[config.mk]
export PLATFORM = sky130hd
export DESIGN_NAME = uart_rx_fifo
export DESIGN_NICKNAME = d
export VERILOG_FILES = /design/src/rtl/uart_pkg.sv /design/src/rtl/uart_rx_fifo_mem.sv /design/src/rtl/uart_rx_fifo.sv
export SDC_FILE = /design/constraint.sdc
export NUM_CORES = 1
export LEC_CHECK = 0
export CORE_ASPECT_RATIO = 0.9
export CORE_MARGIN = 3
export CORE_UTILIZATION = 55
export DETAILED_ROUTE_END_ITERATION = 10
export PLACE_DENSITY_LB_ADDON = 0.15
export SYNTH_ARGS = -nofsm -noshare
export SYNTH_HDL_FRONTEND = slang
export SYNTH_HIERARCHICAL = 1
export SYNTH_SLANG_ARGS = --single-unit
[constraint.sdc]
create_clock -name i_clk -period 8.4 [get_ports i_clk]
set_input_delay 1.68 -clock i_clk [delete_from_list [all_inputs] [get_ports i_clk]]
set_output_delay 1.68 -clock i_clk [all_outputs]
set_load 0.1 [all_outputs]
[src/rtl/uart_pkg.sv]
// rtl/uart_pkg.sv - shared definitions for the UART receive path
//
// Purpose: receiver state encoding, receive FIFO entry layout and the
// default bit period. Optional feature macro: UART_RX_PARITY_EN (adds the
// PARITY state and a parity-error bit to each FIFO entry).
// Ports: none (package).

package uart_pkg;

   // 115200 baud from a 100 MHz clock.
   localparam int UART_CLK_DIVIDE_DEFAULT = 868;

   typedef enum logic [2:0] {
      ST_IDLE      = 3'd0,
      ST_START     = 3'd1,
      ST_DATA      = 3'd2,
`ifdef UART_RX_PARITY_EN
      ST_PARITY    = 3'd3,
`endif
      ST_STOP      = 3'd4,
      ST_WAIT_HIGH = 3'd5
   } uart_rx_state_t;

   // FIFO entry layout, LSB upward: {parityErr, frameErr, data}.
   localparam int UART_DATA_OFS = 0;

   function automatic int uart_ferr_ofs(input int data_bits);
      return data_bits;
   endfunction

   function automatic int uart_perr_ofs(input int data_bits);
      return data_bits + 1;
   endfunction

   function automatic int uart_entry_width(input int data_bits);
`ifdef UART_RX_PARITY_EN
      return data_bits + 2;
`else
      return data_bits + 1;
`endif
   endfunction

endpackage

[src/rtl/uart_rx_fifo_mem.sv]
// rtl/uart_rx_fifo_mem.sv - synchronous FIFO with push/pop/full/empty/count
//
// Purpose: small register-based FIFO, head shown combinationally from the
// read pointer. A push while full is accepted only if a pop happens in the
// same cycle; otherwise it is ignored (the caller flags the loss).
// Ports:
//   i_clk, i_reset     clock, synchronous active-high reset
//   i_push, i_push_data  write request and word
//   i_pop              remove head (ignored when empty)
//   o_head             head word, 0 while empty
//   o_full, o_empty    occupancy flags
//   o_count            occupancy, 0..DEPTH

module uart_rx_fifo_mem #(
   parameter int WIDTH = 9,
   parameter int DEPTH = 4
) (
   input  logic                       i_clk,
   input  logic                       i_reset,
   input  logic                       i_push,
   input  logic [WIDTH-1:0]           i_push_data,
   input  logic                       i_pop,
   output logic [WIDTH-1:0]           o_head,
   output logic                       o_full,
   output logic                       o_empty,
   output logic [$clog2(DEPTH):0]     o_count
);

   localparam int AW = $clog2(DEPTH);

   if (DEPTH < 2 || (DEPTH & (DEPTH - 1)) != 0 || WIDTH < 1) begin : g_bad_params
      $error("uart_rx_fifo_mem: DEPTH must be a power of two >= 2");
   end

   logic [WIDTH-1:0] mem [DEPTH];
   logic [AW-1:0]    wr_ptr;
   logic [AW-1:0]    rd_ptr;
   logic [AW:0]      count;
   logic             do_push;
   logic             do_pop;

   assign o_empty = (count == '0);
   assign o_full  = (count == (AW+1)'(DEPTH));
   assign o_count = count;
   assign o_head  = o_empty ? '0 : mem[rd_ptr];

   assign do_pop  = i_pop && !o_empty;
   // When full, the slot being written is the one the pop frees.
   assign do_push = i_push && (!o_full || do_pop);

   always_ff @(posedge i_clk) begin
      if (i_reset) begin
         wr_ptr <= '0;
         rd_ptr <= '0;
         count  <= '0;
      end else begin
         if (do_push) begin
            mem[wr_ptr] <= i_push_data;
            wr_ptr      <= wr_ptr + 1'b1;
         end
         if (do_pop) begin
            rd_ptr <= rd_ptr + 1'b1;
         end
         case ({do_push, do_pop})
            2'b10:   count <= count + 1'b1;
            2'b01:   count <= count - 1'b1;
            default: count <= count;
         endcase
      end
   end

endmodule

[src/rtl/uart_rx_fifo.sv]
// rtl/uart_rx_fifo.sv - parametrised UART receiver with receive FIFO
//
// Purpose: 2-flop synchronised, glitch-rejecting UART receiver with framing,
// optional parity, break and overrun detection, feeding a valid/ready FIFO.
// Optional feature macro: UART_RX_PARITY_EN (one parity bit after the data).
// Ports:
//   i_clk, i_reset     clock, synchronous active-high reset
//   i_serialIn         asynchronous RX line, idle high
//   o_valid, i_ready   FIFO head handshake
//   o_data             head data, LSB = first received bit
//   o_frameErr         head word had a low stop bit
//   o_parityErr        head word failed parity (0 without the macro)
//   o_break, o_overrun sticky flags, cleared by i_clearErr
//   o_count            FIFO occupancy

module uart_rx_fifo
   import uart_pkg::*;
#(
   parameter int CLK_DIVIDE = UART_CLK_DIVIDE_DEFAULT,
   parameter int DATA_BITS  = 8,
   parameter int STOP_BITS  = 1,
   parameter int PARITY_ODD = 0,
   parameter int FIFO_DEPTH = 4
) (
   input  logic                          i_clk,
   input  logic                          i_reset,
   input  logic                          i_serialIn,
   output logic                          o_valid,
   input  logic                          i_ready,
   output logic [DATA_BITS-1:0]          o_data,
   output logic                          o_frameErr,
   output logic                          o_parityErr,
   output logic                          o_break,
   output logic                          o_overrun,
   input  logic                          i_clearErr,
   output logic [$clog2(FIFO_DEPTH):0]   o_count
);

   localparam int CW       = $clog2(CLK_DIVIDE);
   localparam int BW       = $clog2(DATA_BITS);
   localparam int EW       = uart_entry_width(DATA_BITS);
   localparam int FERR_BIT = uart_ferr_ofs(DATA_BITS);
`ifdef UART_RX_PARITY_EN
   localparam int PERR_BIT = uart_perr_ofs(DATA_BITS);
`endif

   localparam logic [CW-1:0] CNT_HALF  = CW'(CLK_DIVIDE / 2 - 1);
   localparam logic [CW-1:0] CNT_LAST  = CW'(CLK_DIVIDE - 1);
   localparam logic [BW-1:0] DATA_LAST = BW'(DATA_BITS - 1);
   localparam logic [BW-1:0] STOP_LAST = BW'(STOP_BITS - 1);

   if (CLK_DIVIDE < 4 || DATA_BITS < 5 || DATA_BITS > 8 ||
       (STOP_BITS != 1 && STOP_BITS != 2) ||
       PARITY_ODD < 0 || PARITY_ODD > 1) begin : g_bad_params
      $error("uart_rx_fifo: illegal parameter combination");
   end

   // Pure synchroniser, deliberately not reset: a line held low across
   // reset stays low here, so WAIT_HIGH cannot be fooled into decoding the
   // tail of an interrupted frame.
   logic rx_meta;
   logic rx;

   always_ff @(posedge i_clk) begin
      rx_meta <= i_serialIn;
      rx      <= rx_meta;
   end

   uart_rx_state_t       state_q, state_n;
   logic [CW-1:0]        cnt_q, cnt_n;
   logic [BW-1:0]        bit_q, bit_n;
   logic [DATA_BITS-1:0] sr_q, sr_n;
   logic                 ferr_q, ferr_n;
   logic                 perr_q, perr_n;
   logic                 push_q, push_n;

   always_ff @(posedge i_clk) begin
      if (i_reset) begin
         state_q <= ST_WAIT_HIGH;
         cnt_q   <= '0;
         bit_q   <= '0;
         sr_q    <= '0;
         ferr_q  <= 1'b0;
         perr_q  <= 1'b0;
         push_q  <= 1'b0;
      end else begin
         state_q <= state_n;
         cnt_q   <= cnt_n;
         bit_q   <= bit_n;
         sr_q    <= sr_n;
         ferr_q  <= ferr_n;
         perr_q  <= perr_n;
         push_q  <= push_n;
      end
   end

   always_comb begin
      state_n = state_q;
      cnt_n   = cnt_q;
      bit_n   = bit_q;
      sr_n    = sr_q;
      ferr_n  = ferr_q;
      perr_n  = perr_q;
      push_n  = 1'b0;
      case (state_q)
         ST_IDLE: begin
            if (!rx) begin
               state_n = ST_START;
               cnt_n   = '0;
            end
         end
         ST_START: begin
            if (rx) begin
               state_n = ST_IDLE;
            end else if (cnt_q == CNT_HALF) begin
               state_n = ST_DATA;
               cnt_n   = '0;
               bit_n   = '0;
               ferr_n  = 1'b0;
               perr_n  = 1'b0;
            end else begin
               cnt_n = cnt_q + 1'b1;
            end
         end
         ST_DATA: begin
            if (cnt_q == CNT_LAST) begin
               cnt_n = '0;
               sr_n  = {rx, sr_q[DATA_BITS-1:1]};
               if (bit_q == DATA_LAST) begin
                  bit_n = '0;
`ifdef UART_RX_PARITY_EN
                  state_n = ST_PARITY;
`else
                  state_n = ST_STOP;
`endif
               end else begin
                  bit_n = bit_q + 1'b1;
               end
            end else begin
               cnt_n = cnt_q + 1'b1;
            end
         end
`ifdef UART_RX_PARITY_EN
         ST_PARITY: begin
            if (cnt_q == CNT_LAST) begin
               cnt_n   = '0;
               perr_n  = rx ^ (^sr_q) ^ 1'(PARITY_ODD);
               state_n = ST_STOP;
            end else begin
               cnt_n = cnt_q + 1'b1;
            end
         end
`endif
         ST_STOP: begin
            if (cnt_q == CNT_LAST) begin
               cnt_n = '0;
               if (!rx) begin
                  ferr_n = 1'b1;
               end
               if (bit_q == STOP_LAST) begin
                  bit_n   = '0;
                  push_n  = 1'b1;
                  // A low stop bit may be a break still in progress, so
                  // the line must go high before a new start is looked for.
                  state_n = (ferr_q || !rx) ? ST_WAIT_HIGH : ST_IDLE;
               end else begin
                  bit_n = bit_q + 1'b1;
               end
            end else begin
               cnt_n = cnt_q + 1'b1;
            end
         end
         ST_WAIT_HIGH: begin
            if (rx) begin
               state_n = ST_IDLE;
            end
         end
         default: state_n = ST_WAIT_HIGH;
      endcase
   end

   logic [EW-1:0] push_word;
   logic [EW-1:0] head;
   logic          fifo_full;
   logic          fifo_empty;
   logic          pop;

   always_comb begin
      push_word                               = '0;
      push_word[UART_DATA_OFS +: DATA_BITS]   = sr_q;
      push_word[FERR_BIT]                     = ferr_q;
`ifdef UART_RX_PARITY_EN
      push_word[PERR_BIT]                     = perr_q;
`endif
   end

   assign pop = o_valid && i_ready;

   uart_rx_fifo_mem #(
      .WIDTH (EW),
      .DEPTH (FIFO_DEPTH)
   ) u_fifo (
      .i_clk       (i_clk),
      .i_reset     (i_reset),
      .i_push      (push_q),
      .i_push_data (push_word),
      .i_pop       (pop),
      .o_head      (head),
      .o_full      (fifo_full),
      .o_empty     (fifo_empty),
      .o_count     (o_count)
   );

   assign o_valid    = !fifo_empty;
   assign o_data     = head[UART_DATA_OFS +: DATA_BITS];
   assign o_frameErr = head[FERR_BIT];
`ifdef UART_RX_PARITY_EN
   assign o_parityErr = head[PERR_BIT];
`else
   assign o_parityErr = 1'b0;
`endif

   logic break_set;
   logic overrun_set;

   assign break_set   = push_q && ferr_q && (sr_q == '0);
   assign overrun_set = push_q && fifo_full && !pop;

   // Setting wins over a same-cycle clear so no event is lost.
   always_ff @(posedge i_clk) begin
      if (i_reset) begin
         o_break   <= 1'b0;
         o_overrun <= 1'b0;
      end else begin
         if (break_set) begin
            o_break <= 1'b1;
         end else if (i_clearErr) begin
            o_break <= 1'b0;
         end
         if (overrun_set) begin
            o_overrun <= 1'b1;
         end else if (i_clearErr) begin
            o_overrun <= 1'b0;
         end
      end
   end

endmodule

==> results of run 1 <==
through the flow:
| step | util, % | cell area, um^2 | cells | worst slack, ns |
|---|---|---|---|---|
| after floorplan | - | 3380 | 297 | 3.94 |
| after CTS | 66.1 | 3850 | 393 | 3.91 |
| final | 66.2 | 3860 | 393 | 3.99 |
| after detailed placement | 62.3 | 3630 | 377 | 4.07 |
| after global placement | 62.3 | 3630 | 377 | 4.22 |
| after global routing | 66.2 | 3860 | 393 | 3.79 |
kinds of logic (layout without fill, tap and decap cells):
family                     Yosys count  in the layout  share of synthesized area [%]
AOI/OAI and AO/OA                   48             48                           9.09
xor gates and xnor gates             9              9                           2.33
adders and majority gates           11             11                           4.29
buffers and inverters               29             55                           3.59
DFF                                 75             75                           55.0
muxes                               13             13                           7.39
other                                1              1                          0.111
and+or+nand+nor                    111            111                           18.2
final timing paths:
kind | endpoint | depth (start not counted) | slack [ns] | from
worst min register to register | rx$_DFF_P_ | 0 | 0.34 | rx_meta$_DFF_P_
worst min-delay path | rx$_DFF_P_ | 0 | 0.34 | rx_meta$_DFF_P_
worst max register to register | u_fifo/mem[3][0]$_DFFE_PP_ | 6 | 5.61 | u_fifo/o_count[0]$_SDFFE_PP0P_
worst max-delay path | o_data[4] | 3 | 3.99 | flip-flop
report_power, final:
group          switching, mW  leakage [nW]  total [mW]  internal, mW
logic                 0.0458         0.546      0.0790        0.0331
registers             0.0139         0.649       0.400         0.386
clock network          0.138         0.109       0.308         0.170
layer usage:
metal | vias to the layer above | global-route usage (%) | part of all wire (%)
li1 | 1116 | - | -
met1 | 1062 | 25.6 | 45
met3 | 6 | 6.56 | 5.6
met2 | 68 | 29.7 | 49
met5 | - | 0 | 0
met4 | 0 | 4.83 | 0.65
synthesized netlist by cell type (9+ instances only):
cell,number
nor2_1,22
inv_1,17
nand3_1,13
ha_1,10
mux4_2,9
a21oi_1,21
nor2b_1,14
nand2_1,21
dfxtp_1,39
edfxtp_1,36
critical path: stages, from the launching register on:
cell and delay, ns:
dfxtp_1 0.70, mux4_2 0.57, nor2b_1 0.14, clkdlybuf4s50_1 0.97
layout make-up:
| class | instances | area, um^2 | area share, % |
|---|---|---|---|
| clock inverters | 7 | 100 | 2.60 |
| repair buffers | 22 | 213 | 5.52 |
| clock buffers | 9 | 124 | 3.21 |
| well taps | 70 | 87.6 | 2.27 |
| flip-flops and latches | 75 | 1860 | 48.3 |
| multi-input cells | 193 | 1410 | 36.5 |
| inverters | 17 | 63.8 | 1.65 |
state kept, by name (all words and copies together) (netlist names), named ones only:
name,cells
bit_q,3
cnt_q,10
ferr_q,1
o_break,1
o_overrun,1
push_q,1
rx,1
rx_meta,1
sr_q,8
state_q,3
u_fifo/mem,36
u_fifo/o_count,3
u_fifo/rd_ptr,2
u_fifo/wr_ptr,2
==> impl_metrics.toml, run 1 <==
[detailed_routing]
wl_um = 6140
drc_errors = 0
vias = 2252
wl_per_cell_um = 15.6
drt-initial-drc-count = 142
viasPerCell = 5.73
ant_nets = 0
drt_first_pass_iters = 4

[finish]
diodes = 0
layout-drive-gt1-share_pct = 11.8
fin_nets = 334
final_cell_mix = "39 x dfxtp_1, 36 x edfxtp_1, 22 x nor2_1, 21 x a21oi_1, 21 x nand2_1"
syn2layout_area_growth_pct = 13.9
layout_commonest_cell = "dfxtp_1"
fillerInstances = 441

[clocking]
cts_hold_buf = 0
path_clk_slew_ns = 0.08
clk_latency_ns = 0.34
cts_max_path_buffers = 2
clockRootBuffer = "clkbuf_8"
ctsResizeCount = 0
cts_setup_buffers = 0
ctsHtreeMaxLevel = 3
cts_sinks = 75
cts_buffers = 9
cts_tree = "built"

[global_route]
grt_pass1_vias = 2182
track_usage_pct = 19.1
grt_pass1_wl_um = 10500
overflow = 0
antenna_found_initial = 0
grt_max_degree = 35

[timing]
hold_ws_ns = 0.340
rsz0062_at_grt = "false"
fin_crit_ns = 4.41
setup_violations = 0
max_slew_margin_pct = 14.9
final-hold-violation-count = 0
setup_tns_ns = 0
period_share_pct = 52.5
fin_worst_skew_ns = 0.00934
slew_viol_final = 0
fmax_ghz = 0.227
worst_slew_pin_slew_ns = 1.27

[power_and_ir_drop]
cellLeakagePower_nw = 1.30
p_per_area_nw_per_um2 = 204
vdd_drop_max_uv = 108
p_total_mw = 0.786

[floorplan]
die-area_um2 = 7130
num_rows = 26
die_h_um = 80.4
core_area_um2 = 5820
io_pins = 21
fp.dieW_um = 88.7
start_util_pct = 58.1

[critical_path]
cp-end-kind = "primary output"
crit_type = "reg -> out"
worst_setup_path_start_kind = "flip-flop"
cp_max_fo = 9
arrival_ns = 2.73
critPathRequiredTime_ns = 6.72

[logic_synthesis]
synth_edf_count = 36
synthCells = 297
syn-num-nets = 313
yosys.area.top_type = "edfxtp_1"
async_flop_share_pct = 0
synth.distinct_cells = 54
synth_area_per_cell_um2 = 11.4
synth_seq_cells = 75
ys.flop_type = "dfxtp_1"
netlist.area_leader.share_pct = 31.9
synth_area_leaders = "edfxtp_1 32%, dfxtp_1 23%, mux4_2 6.0%"
ys_warn_count = 6
ys_seq_area_share_pct = 55.0
synth_area_um2 = 3380

[job]
maxCapViolCount = 0

[place]
hpwl_um = 4250
io_buffers = 19
place_congestion = 0.823

[worst_hold_path]
worstHoldPathType = "reg -> reg"

[outcome]
status = "complete, no violations"
Power figures use the tool's default switching activity.
==> inputs of run 2 (changes only) <==
==> constraint.sdc (replaced) <==
create_clock -name i_clk -period 4.2 [get_ports i_clk]
set_input_delay 0.84 -clock i_clk [delete_from_list [all_inputs] [get_ports i_clk]]
set_output_delay 0.84 -clock i_clk [all_outputs]
set_load 0.1 [all_outputs]
==> impl_metrics.toml, run 2 (same netlist as run 1, synthesis figures left out) <==
[floorplan]
fp.dieW_um = 88.7
io_pins = 21
die-area_um2 = 7130
num_rows = 26
core_area_um2 = 5820
start_util_pct = 58.1
die_h_um = 80.4

[critical_path]
crit_chain = "clkdlybuf4s50_1 > nor2b_1 > o31ai_1 > inv_1 > ha_1 > inv_1 > fa_1 > xor2_1 > or3_2 > a21oi_1"
cp-end-kind = "flip-flop"
cp_slowest_stage_delay_ns = 0.44
critical_path.most_common_cell = "inv_1"
arrival_ns = 3.15
crit_type = "in -> reg"
cp_slowest_cell = "clkdlybuf4s50_1"
cp_max_fo = 4
critPathRequiredTime_ns = 4.48
worst_setup_path_start_kind = "input port"
reg2reg_slack_ns = 1.52

[timing]
fmax_ghz = 0.347
fin_crit_ns = 2.88
fin_worst_skew_ns = 0.00852
hold_ws_ns = 0.332
slew_viol_final = 0
setup_violations = 0
rsz0062_at_grt = "false"
worst_slew_pin_slew_ns = 0.983
max_slew_margin_pct = 34.3
period_share_pct = 68.5
setup_tns_ns = 0
final-hold-violation-count = 0

[finish]
layout_commonest_cell = "dfxtp_1"
fillerInstances = 462
multi_input_area_um2 = 1400
diodes = 0
final_cell_mix = "39 x dfxtp_1, 36 x edfxtp_1, 22 x nor2_1, 21 x a21oi_1, 21 x nand2_1"
reg_top3 = "u_fifo/mem: 36 flops, cnt_q: 10 flops, sr_q: 8 flops"
max_flop_register = "u_fifo/mem"
largest_register_ffs = 36
syn2layout_area_growth_pct = 12.8
ff_latch_area_um2 = 1860
fin_nets = 337
layout-drive-gt1-share_pct = 15.0

[place]
io_buffers = 19
hpwl_um = 4150
place_congestion = 0.782

[clocking]
ctsHtreeMaxLevel = 3
ctsResizeCount = 0
cts_hold_buf = 0
cts_sinks = 75
cts_tree = "built"
clockRootBuffer = "clkbuf_8"
path_clk_slew_ns = 0.08
cts_setup_buffers = 0
cts_max_path_buffers = 2
clk_latency_ns = 0.34
cts_buffers = 9

[power_and_ir_drop]
p_per_area_nw_per_um2 = 388
vdd_drop_max_uv = 245
cellLeakagePower_nw = 1.33

[detailed_routing]
drt_first_pass_iters = 4
drc_errors = 0
drt-initial-drc-count = 114
viasPerCell = 5.72
ant_nets = 0
wl_um = 5910
vias = 2264
wl_per_cell_um = 14.9

[global_route]
track_usage_pct = 18.4
overflow = 0
grt_pass1_wl_um = 9960
grt_pass1_vias = 2152
grt_max_degree = 31
antenna_found_initial = 0

[job]
maxCapViolCount = 0

[outcome]
status = "complete, no violations"

[worst_hold_path]
worstHoldPathType = "reg -> reg"
## run 2: cell count changes in the layout (fill, tap and decap cells not counted)
cell,delta
clkinv_1,+1
clkinvlp_4,-1
inv_8,-1
clkinv_2,+1
bufinv_16,-1
clkinv_4,+2
clkdlybuf4s50_1,-10
nor3b_1,+1
nor3b_2,-1
inv_6,-1
buf_4,+13
## run 2: cell type report
| type | count | share of cell area (%) |
|---|---|---|
| flip-flops and latches | 75 | 48.8 |
| clock buffers | 9 | 3.24 |
| repair buffers | 25 | 5.51 |
| clock inverters | 7 | 1.80 |
| well taps | 70 | 2.29 |
| inverters | 17 | 1.67 |
| multi-input cells | 193 | 36.7 |
## run 2: final timing paths
path	cells past startpoint	start	endpoint
worst max-delay path	10	i_ready	u_fifo/o_count[2]$_SDFFE_PP0P_
worst min-delay path	0	rx_meta$_DFF_P_	rx$_DFF_P_
worst max register to register	11	u_fifo/o_count[0]$_SDFFE_PP0P_	u_fifo/o_count[2]$_SDFFE_PP0P_
worst min register to register	0	rx_meta$_DFF_P_	rx$_DFF_P_
## run 2: where the power goes
part	leakage (nW)	internal [mW]	switching [mW]	total, mW
Sequential	0.649	0.772	0.0276	0.800
Combinational	0.583	0.0663	0.0895	0.156
Clock	0.0982	0.272	0.255	0.527
Total	1.33	1.11	0.372	1.48
## run 2: stage by stage
| step | power (mW) | std cells | utilization (%) | setup slack (ns) | instance area [um^2] |
|---|---|---|---|---|---|
| floorplan | 0.940 | 297 | - | 0.582 | 3380 |
| global placement | 0.971 | 380 | 62.2 | 1.06 | 3620 |
| detailed placement | 0.972 | 380 | 62.2 | 0.965 | 3620 |
| CTS | 1.50 | 396 | 65.6 | 1.29 | 3820 |
| global route | 1.56 | 396 | 65.6 | 1.16 | 3820 |
| finish | 1.48 | 396 | 65.6 | 1.32 | 3820 |
## run 2: metal layers
layer  vias up  wire length, um  part of all wire (%)  track usage (%)
met5         -                0                     0                0
met4         0               60                   1.0             5.44
met3         7              282                   4.8             6.05
met2        40             2800                    47             29.5
met1      1093             2780                    47             23.6
li1       1124                -                     -                -
## run 2: worst max-delay path: cells and delay by family
| family | cells | cell delay (ns) |
|---|---|---|
| and+or+nand+nor | 2 | 0.71 |
| buffers and inverters | 3 | 0.58 |
| AOI/OAI and AO/OA | 2 | 0.31 |
| adders and majority gates | 2 | 0.55 |
| xor gates and xnor gates | 1 | 0.16 |
==> inputs of run 3 (changes only) <==
==> constraint.sdc (replaced) <==
create_clock -name i_clk -period 3 [get_ports i_clk]
set_input_delay 0.6 -clock i_clk [delete_from_list [all_inputs] [get_ports i_clk]]
set_output_delay 0.6 -clock i_clk [all_outputs]
set_load 0.1 [all_outputs]
==> impl_metrics.toml, run 3 (same netlist as run 1, synthesis figures left out) <==
[outcome]
status = "complete, no violations"

[critical_path]
crit_family = "flip-flops"
cp_slowest_stage_delay_ns = 0.70
arrival_ns = 2.00
crit_type = "reg -> out"
cp_max_fo = 9
critPathRequiredTime_ns = 2.40
critical_path_buf_inv_count = 1
worst_setup_path_start_kind = "flip-flop"
cp_slowest_cell = "dfxtp_1"
crit_chain = "mux4_2 > nor2b_1 > buf_4"
cp-end-kind = "primary output"

[finish]
reg_top3 = "u_fifo/mem: 36 flops, cnt_q: 10 flops, sr_q: 8 flops"
fillerInstances = 434
max_flop_register = "u_fifo/mem"
diodes = 0
ff_latch_area_um2 = 1870
final_cell_mix = "36 x dfxtp_1, 36 x edfxtp_1, 24 x buf_4, 22 x nor2_1"
syn2layout_area_growth_pct = 13.6
fin_nets = 340
layout-drive-gt1-share_pct = 18.8
multi_input_area_um2 = 1400
largest_register_ffs = 36
final_area_um2 = 3850

[clocking]
cts_buffers = 9
ctsResizeCount = 0
path_clk_slew_ns = 0.09
ctsHtreeMaxLevel = 3
cts_hold_buf = 0
clockRootBuffer = "clkbuf_8"
clk_latency_ns = 0.35
cts_tree = "built"
cts_max_path_buffers = 2
cts_setup_buffers = 0
cts_sinks = 75

[power_and_ir_drop]
p_int_mw = 1.57
p_total_mw = 2.14
cellLeakagePower_nw = 1.36
vdd_drop_max_uv = 459
p_sw_share_pct = 26.5
clockPowerShare_pct = 37.0
p_switching_mw = 0.568
p_per_area_nw_per_um2 = 557
combPwrFrac_pct = 10.7
seqPwrFrac_pct = 52.3

[detailed_routing]
ant_nets = 0
drt-initial-drc-count = 105
viasPerCell = 5.68
vias = 2265
wl_um = 5930
drt_first_pass_iters = 4
drc_errors = 0
wl_per_cell_um = 14.8

[global_route]
grt_pass1_wl_um = 10400
antenna_found_initial = 0
overflow = 0
grt_max_degree = 18
use_met2_pct = 31.3
met3_usage_pct = 6.15
busiest_layer = "met2"
track_usage_pct = 19.2
grt_util_met1_pct = 24.8
grt_pass1_vias = 2126

[timing]
setup_ws_ns = 0.395
max_slew_margin_pct = 57.4
final-hold-violation-count = 0
fin_crit_ns = 2.60
period_share_pct = 86.8
hold_ws_ns = 0.330
slew_viol_final = 0
fin_worst_skew_ns = 0.0111
rsz0062_at_grt = "false"
fmax_ghz = 0.384
worst_slew_pin_slew_ns = 0.637
setup_violations = 0

[worst_hold_path]
worstHoldPathType = "reg -> reg"

[place]
place_ws_ns = 0.0822
place_congestion = 0.785
io_buffers = 19
dpl-instance-area_um2 = 3640
hpwl_um = 4120

[floorplan]
die_h_um = 80.4
fp.dieW_um = 88.7
num_rows = 26
die-area_um2 = 7130
start_util_pct = 58.1
io_pins = 21
core_area_um2 = 5820

[job]
maxCapViolCount = 0
run 3: cell count changes in the layout (fill, tap and decap cells not counted), moves of 2 or more:
cell | before | now
buf_4 | 16 | 24
clkdlybuf4s50_1 | 9 | 4
clkinv_1 | 2 | 0
clkinv_4 | 3 | 1
dfxtp_1 | 39 | 36
dfxtp_2 | 0 | 3
inv_6 | 0 | 3
run 3: path summary, 6_finish.rpt:
path | cells after the start | to | slack, ns | from
worst max-delay path | 3 | o_data[1] | 0.40 | flip-flop
worst min-delay path | 0 | rx$_DFF_P_ | 0.33 | rx_meta$_DFF_P_
worst max register to register | 9 | u_fifo/o_count[2]$_SDFFE_PP0P_ | 0.51 | u_fifo/o_count[2]$_SDFFE_PP0P_
worst min register to register | 0 | rx$_DFF_P_ | 0.33 | rx_meta$_DFF_P_
run 3: power by group through the flow:
stage	logic (mW)	registers, mW	clock network [mW]
floorplan	0.200	1.12	0
global placement	0.218	1.14	0
detailed placement	0.222	1.14	0
CTS	0.227	1.12	0.817
global route	0.262	1.13	0.867
finish	0.228	1.12	0.794
run 3: stage by stage:
step	instances	TNS, ns	util, %
finish	399	0	66.1
detailed placement	383	0	62.5
CTS	399	0	66.1
global route	399	0	66.1
floorplan	297	-0.135	-
global placement	383	0	62.5
run 3: final cells by class:
type,instances,share of cell area (%)
sequential,75,48.5
multi-input combinational,193,36.4
timing repair buffer,28,5.73
clock buffer,9,3.22
tap,70,2.28
clock inverter,7,2.18
inverter,17,1.66
run 3: layer usage:
metal / vias up / share of wire (%)
met5: - / 0
met4: 0 / 1.2
met3: 9 / 4.4
met2: 44 / 49
met1: 1084 / 45
li1: 1128 / -
